<file path="src/rtl/rowbias_pool.sv">
// rowbias_pool: LFSR Fisher-Yates shuffled pool of LEN one-hots served to NCH row buses
// Ports:
//   clock, reset (async active-low)
//   reshuffle, seed_load, seed[15:0] : pool control, sampled only while ready
//   ready, shuffle_done              : pool stable / one-cycle pulse on shuffle completion
//   update[NCH], rqindex[NCH*LEN]    : per-channel latch strobe and requested one-hot index
//   busvalue[NCH*LEN]                : per-channel registered bus, channel c at [c*LEN +: LEN]
module rowbias_pool #(
    parameter int LEN = 9,
    parameter int NCH = 9,
    parameter logic [15:0] SEED = 16'hACE1
) (
    input  logic               clock,
    input  logic               reset,
    input  logic               reshuffle,
    input  logic               seed_load,
    input  logic [15:0]        seed,
    output logic               ready,
    output logic               shuffle_done,
    input  logic [NCH-1:0]     update,
    input  logic [NCH*LEN-1:0] rqindex,
    output logic [NCH*LEN-1:0] busvalue
);
    localparam int CW = $clog2(LEN);
    typedef enum logic {IDLE, SHUFFLE} state_t;
    state_t         state;
    logic [LEN-1:0] pool [LEN];
    logic [15:0]    lfsr, lfsr_next;
    logic [CW-1:0]  i, j;
    assign j = lfsr[CW-1:0];
    assign lfsr_next = {1'b0, lfsr[15:1]} ^ (lfsr[0] ? 16'hB400 : 16'h0000);
    // candidates above i are rejected, so the shuffle length depends on the LFSR stream
    always_ff @(posedge clock or negedge reset) begin
        if (!reset) begin
            for (int k = 0; k < LEN; k++) pool[k] <= LEN'(1) << k;
            lfsr         <= SEED;
            i            <= CW'(LEN - 1);
            state        <= SHUFFLE;
            ready        <= 1'b0;
            shuffle_done <= 1'b0;
        end else begin
            shuffle_done <= 1'b0;
            if (state == SHUFFLE) begin
                lfsr <= lfsr_next;
                if (j <= i) begin
                    pool[i] <= pool[j];
                    pool[j] <= pool[i];
                    if (i == CW'(1)) begin
                        state        <= IDLE;
                        ready        <= 1'b1;
                        shuffle_done <= 1'b1;
                    end else begin
                        i <= i - CW'(1);
                    end
                end
            end else begin
                // a zero seed would lock the LFSR up, so fall back to SEED
                if (seed_load) lfsr <= (seed == 16'h0000) ? SEED : seed;
                if (reshuffle) begin
                    state <= SHUFFLE;
                    i     <= CW'(LEN - 1);
                    ready <= 1'b0;
                end
            end
        end
    end
    for (genvar c = 0; c < NCH; c++) begin : g_ch
        logic [LEN-1:0] sel, bus_q;
        // lowest set request bit wins; an all-zero request selects zero
        always_comb begin
            sel = '0;
            for (int k = LEN - 1; k >= 0; k--) if (rqindex[c*LEN + k]) sel = pool[k];
        end
        always_ff @(posedge clock or negedge reset) begin
            if (!reset) bus_q <= '0;
            else if (update[c] && ready) bus_q <= sel;
        end
        assign busvalue[c*LEN +: LEN] = bus_q;
    end
endmodule

</file>
<file path="config.mk">
export PLATFORM = sky130hd
export DESIGN_NAME = rowbias_pool
export DESIGN_NICKNAME = d
export VERILOG_FILES = /design/src/rtl/rowbias_pool.sv
export SDC_FILE = /design/constraint.sdc
export NUM_CORES = 1
export LEC_CHECK = 0
export BUFFER_PORTS_ARGS = -buffer_cell sky130_fd_sc_hd__buf_2
export CELL_PAD_IN_SITES_DETAIL_PLACEMENT = 1
export CELL_PAD_IN_SITES_GLOBAL_PLACEMENT = 2
export CORE_UTILIZATION = 38
export DETAILED_ROUTE_END_ITERATION = 8
export HOLD_SLACK_MARGIN = 0.1
export PLACE_DENSITY = 0.83
export SETUP_SLACK_MARGIN = 0.4
export SLEW_MARGIN = 20
export SYNTH_ARGS = -nofsm -noshare
export SYNTH_HDL_FRONTEND = slang
export SYNTH_SLANG_ARGS = --single-unit
</file>
<file path="constraint.sdc">
create_clock -name clock -period 4.15 [get_ports clock]
set_input_delay 0.83 -clock clock [delete_from_list [all_inputs] [get_ports clock]]
set_output_delay 0.83 -clock clock [all_outputs]
set_load 0.01 [all_outputs]
</file>
==> results of run 1 <==
==> layer usage <==
| metal | wire (µm) | part of all wire | track usage |
|---|---|---|---|
| met1 | 32100 | 0.38 | 0.487 |
| met2 | 38100 | 0.45 | 0.599 |
| met3 | 8090 | 0.096 | 0.0572 |
| met4 | 5880 | 0.070 | 0.235 |
| met5 | 11 | 0.00013 | 0 |
==> critical path, stage by stage, from the launching register on <==
cell	delay (ns)
dfrtp_1	0.81
inv_1	0.24
ha_1	0.38
nor2b_1	0.15
o2111a_1	0.51
or2_1	0.73
buf_4	0.25
nor3_1	0.06
a221o_1	0.30
==> synthesized netlist by cell type (12+ instances only) <==
library cell	count	area share
a21oi_1	311	0.095
a221o_1	160	0.098
a22oi_1	91	0.042
a31oi_1	17	0.0065
and3_1	75	0.029
buf_1	30	0.0069
buf_2	31	0.0095
clkbuf_1	190	0.044
dfrtp_1	166	0.25
dfstp_2	19	0.031
inv_1	23	0.0053
mux2i_1	37	0.023
mux4_2	18	0.025
nand2_1	290	0.067
nand2b_1	18	0.0069
nand3_1	12	0.0037
nor2_1	173	0.040
nor2b_1	15	0.0057
nor3_1	14	0.0043
o21ai_0	119	0.036
o221a_2	64	0.044
o221ai_1	74	0.040
o22ai_1	24	0.0092
==> how the worst min path moves through the flow <==
stage / startpoint / endpoint / cells past startpoint
2_1_floorplan: lfsr[4] / lfsr[3] / 2
3_3_place_gp: lfsr[9] / lfsr[8] / 2
3_5_place_dp: lfsr[9] / lfsr[8] / 2
4_1_cts: reset / g_ch[5].bus_q[3] / 1
5_1_grt: reset / g_ch[5].bus_q[3] / 1
6_report: reset / g_ch[5].bus_q[3] / 1
==> metrics by stage <==
stage               setup WS, ns  hold slack (ns)  power (W)
floorplan                   1.43            0.452    0.00979
global placement           0.908            0.476     0.0136
detailed placement         0.701            0.477     0.0140
CTS                        0.696            0.479     0.0156
global route               0.504            0.513     0.0165
finish                     0.616            0.451     0.0160
==> sequential cells by signal (all words and copies together), names as in the netlist <==
name / flops
g_ch.bus_q: 81
i: 4
lfsr: 16
pool: 81
ready: 1
shuffle_done: 1
state: 1
==> logic make-up after synthesis <==
kind of cell | count (synthesis) | share of synthesized area
compound gates | 903 | 0.405
simple gates | 639 | 0.176
buf+inv | 295 | 0.0726
flops | 185 | 0.285
mux | 64 | 0.0537
fa+ha+maj | 9 | 0.00689
xor+xnor | 3 | 0.00161
==> layout make-up <==
class | count | area (µm²)
Timing Repair Buffer | 224 | 1230
Clock buffer | 17 | 425
Fill cell | 5113 | 24400
Inverter | 34 | 128
Multi-Input combinational cell | 1618 | 10500
Clock inverter | 15 | 153
Tap cell | 539 | 674
Antenna cell | 5 | 12.5
Sequential cell | 185 | 4650
==> power groups by stage <==
stage / Sequential (W) / Clock (W) / Combinational, W
finish: 0.00564 / 0.00165 / 0.00874
detailed placement: 0.00543 / 0 / 0.00853
global placement: 0.00537 / 0 / 0.00826
global route: 0.00556 / 0.00172 / 0.00920
floorplan: 0.00342 / 0 / 0.00637
CTS: 0.00539 / 0.00166 / 0.00855
==> impl_metrics.yaml, run 1 <==
die:
  core_area_um2: 42200
  pin_count: 193
  fp-row-count: 75
  start_util: 0.387
  die_x_um: 209
  die-area_um2: 43900
  die_h_um: 209
layout:
  final_cells: 2637
  final_common_cell: "a21oi_1"
  final_nets: 2199
  final_cell_mix: "a21oi_1, nand2_1, buf_2"
  final_area_um2: 17800
  postLayoutCoreUtil: 0.421
  area_growth_pct: 8.76
  layout-drive-gt1-share: 0.194
place:
  hpwl_um: 58400
  placed_cells: 2599
  place_area_um2: 17200
  globalplace.congestion: 0.962
  portBuffers: 192
routing:
  wl_per_cell_um: 31.9
  drtIter0Drc: 2445
  route.detailed.drc: 0
  vias: 18741
  antenna_left: 0
  viasPerCell: 7.11
  drt-pass1-iter-count: 6
  drt-total-wl_um: 84200
critical_path:
  rr_startpoint: "i[1]"
  critPathMaxFanout: 18
  reg2reg_slack_ns: 0.62
  worstSetupPathType: "reg -> reg"
  endpoint: "pool[63]"
  crit_required_ns: 4.51
  end_kind: "flip-flop"
  reg2reg_to: "pool[63]"
  startpoint_type: "flip-flop"
  cp.arrival_ns: 3.89
  r2r_cells: 8
  crit_start: "i[1]"
cts:
  cts.sinks: 185
  cts_tree: "yes"
  cts_buffer_depth: 2
  clk_pin_slew_worst_paths_ns: 0.07
  cts_made_buffers: 17
  ctsHoldBuffers: 0
  cts_root_buf: "clkbuf_16"
  post-cts-setup-buffers: 0
  h-tree-depth: 4
  cts_resized: 0
  clk_latency_ns: 0.48
job:
  cap_violations: 0
global_route:
  antenna_found_initial: 4
  grt_pass1_wl_um: 121000
  grt.total_usage: 0.378
  grt_max_degree: 99
  grt_pass1_vias: 17699
  grt.overflow.total: 0
timing:
  slew_headroom: 0.294
  finalSetupTns_ns: 0
  skew_ns: 0.0140
  max_clock_freq_mhz: 283
  hold_violations: 0
  timing.final.crit_share: 0.851
  grt_setup_unrepaired: "false"
  drv_slew: 0
  worst_slew_pin_slew_ns: 1.06
  setup_viol: 0
  min_period_ns: 3.53
synthesis:
  synthDistinctLibCells: 59
  synth_edf_count: 0
  syn_area_um2: 16300
  ys_async_sr_fraction: 1.00
  synth_cells: 2098
  ys_ff_latch: 185
  synthFlopType: "dfrtp_1"
  yosysWarnings: 0
  syn-num-nets: 2217
  synth.avg_cell_area_um2: 7.79
  synth_seq_area_share: 0.285
power:
  switching_share: 0.567
  leakagePower_nw: 7.23
  p_clk_frac: 0.103
  p_switching_w: 0.00908
  p_int_w: 0.00695
  p_seq_frac: 0.352
  irDropWorstVdd_mv: 0.986
  combPwrFrac: 0.545
  powerDensity_nw_per_um2: 902
status:
  status: "complete, no violations"
worst_hold_path:
  worst_hold_path_type: "in -> async"
Note: power is estimated with default switching activity, not from simulation.
==> run 2, diff against run 1 <==
--- a/config.mk
+++ b/config.mk
@@ -11,7 +11,8 @@
 export CORE_UTILIZATION = 38
 export DETAILED_ROUTE_END_ITERATION = 8
 export HOLD_SLACK_MARGIN = 0.1
-export PLACE_DENSITY = 0.83
+export PLACE_DENSITY_LB_ADDON = 0.1
+export REMOVE_ABC_BUFFERS = 1
 export SETUP_SLACK_MARGIN = 0.4
 export SLEW_MARGIN = 20
 export SYNTH_ARGS = -nofsm -noshare
==> constraint.sdc (replaced) <==
create_clock -name clock -period 4.15 [get_ports clock]
set_input_delay 0.6225 -clock clock [delete_from_list [all_inputs] [get_ports clock]]
set_output_delay 0.6225 -clock clock [all_outputs]
set_load 0.01 [all_outputs]
==> run 2 against run 1 <==
Against the previous run:
- clock power increased by 8%
- clock-buffer cell count increased by 1
- register-to-register slack got worse by 0.097 ns
- global-route usage increased by 2.7 points
- routed wire length increased by 6.4%
- final cell count increased by 0.83%
- die area unchanged
- worst setup slack got worse by 0.097 ns
- non-clock buffer count increased by 20
- final area increased by 1.3%
- sequential power decreased by 2%
- via count increased by 0.57%
==> impl_metrics.yaml, run 2 (synthesized netlist as in run 1, its figures left out) <==
cts:
  clk_latency_ns: 0.52
  cts_buffer_depth: 2
  ctsHoldBuffers: 0
  cts_root_buf: "clkbuf_16"
  cts_resized: 0
  clk_pin_slew_worst_paths_ns: 0.09
  cts.sinks: 185
  h-tree-depth: 4
  post-cts-setup-buffers: 0
  cts_tree: "yes"
  cts_made_buffers: 17
layout:
  final_area_um2: 18000
  final_cells: 2659
  final_cell_mix: "a21oi_1, nand2_1, buf_2"
  fillerInstances: 5103
  area_growth_pct: 10.2
  layout-drive-gt1-share: 0.203
  final_nets: 2219
  final_common_cell: "a21oi_1"
  largestRegisters: "g_ch.bus_q: 81 flops, pool: 81 flops, lfsr: 16 flops"
power:
  irDropWorstVdd_mv: 0.602
  powerDensity_nw_per_um2: 924
  leakagePower_nw: 7.37
timing:
  setup_viol: 0
  max_clock_freq_mhz: 275
  timing.hold.ws_ns: 0.157
  drv_slew: 0
  worst_slew_pin_slew_ns: 1.23
  hold_violations: 0
  slew_headroom: 0.180
  timing.final.crit_share: 0.875
  min_period_ns: 3.63
  skew_ns: 0.0134
  finalSetupTns_ns: 0
  grt_setup_unrepaired: "false"
  setup_ws_ns: 0.519
place:
  place_area_um2: 17300
  dp_slack_ns: 0.673
  hpwl_um: 59500
  globalplace.congestion: 0.975
  placed_cells: 2619
  portBuffers: 192
critical_path:
  cp.arrival_ns: 4.03
  worstSetupPathType: "reg -> reg"
  critical_path.cell_chain: "inv_1 -> ha_1 -> nor2b_1 -> o2111a_1 -> or2_1 -> buf_4 -> nor3_1 -> a221o_1"
  slowest_stage: "dfrtp_1"
  end_kind: "flip-flop"
  crit_required_ns: 4.55
  crit_buf_inv: 2
  crit_family: "simple AND/OR/NAND/NOR gates"
  startpoint_type: "flip-flop"
  cpPeakStageDelay_ns: 0.85
  critPathMaxFanout: 18
routing:
  wl_per_cell_um: 33.7
  viasPerCell: 7.09
  drtIter0Drc: 2602
  drt-pass1-iter-count: 5
  antenna_left: 0
  drt-total-wl_um: 89500
  vias: 18847
  route.detailed.drc: 0
global_route:
  use_met3: 0.100
  grt.overflow.total: 0
  grt_pass1_wl_um: 127000
  antenna_found_initial: 6
  grt_max_degree: 86
  busiest_layer: "met2"
  grt.total_usage: 0.405
  grtUsageMet1: 0.521
  grt_pass1_vias: 17809
  use_met2: 0.593
status:
  status: "complete, no violations"
die:
  die_x_um: 209
  die_h_um: 209
  start_util: 0.387
  pin_count: 193
  fp-row-count: 75
  die-area_um2: 43900
  core_area_um2: 42200
worst_hold_path:
  worst_hold_path_type: "in -> async"
job:
  cap_violations: 0
[run 2: changes by cell type in the layout (fill, tap and decap cells not counted), moves of 2 or more]
cell        change
buf_4          +19
clkinvlp_4      -3
clkinv_4        -2
diode_2         +2
nor3_1          -2
[run 2: power by group]
group / switching [W] / total [W] / internal (W)
Sequential: 0.00281 / 0.00554 / 0.00273
Clock: 0.000910 / 0.00179 / 0.000882
Combinational: 0.00577 / 0.00930 / 0.00353
Total: 0.00950 / 0.0166 / 0.00714
[run 2: path summary, 6_finish.rpt]
path | slack [ns] | endpoint | depth (start not counted) | start
max | 0.52 | pool[65] | 8 | i[1]
min | 0.16 | g_ch[7].bus_q[6] | 1 | reset
max reg2reg | 0.52 | pool[65] | 8 | i[1]
min reg2reg | 0.50 | lfsr[6] | 2 | lfsr[7]
max in group asynchronous | 3.11 | lfsr[6] | 2 | reset
min in group clock | 0.33 | state | 3 | reshuffle
[run 2: through the flow]
stage | power, W | utilization
finish | 0.0166 | 0.427
global route | 0.0171 | 0.426
CTS | 0.0162 | 0.425
detailed placement | 0.0144 | 0.411
global placement | 0.0142 | 0.411
floorplan | 0.00926 | -
[run 2: area by class of cell]
class,instances,area [µm²],share of cell area
Antenna cell,7,17.5,0.000972
Inverter,34,128,0.00708
Clock buffer,18,439,0.0244
Timing Repair Buffer,244,1410,0.0780
Tap cell,539,674,0.0374
Multi-Input combinational cell,1618,10500,0.584
Sequential cell,185,4650,0.258
Clock inverter,14,175,0.00972
[run 2: layer usage]
metal / vias up / part of all wire
li1: 8030 / -
met1: 9423 / 0.39
met2: 1079 / 0.43
met3: 311 / 0.10
met4: 4 / 0.077
met5: - / 0.00028
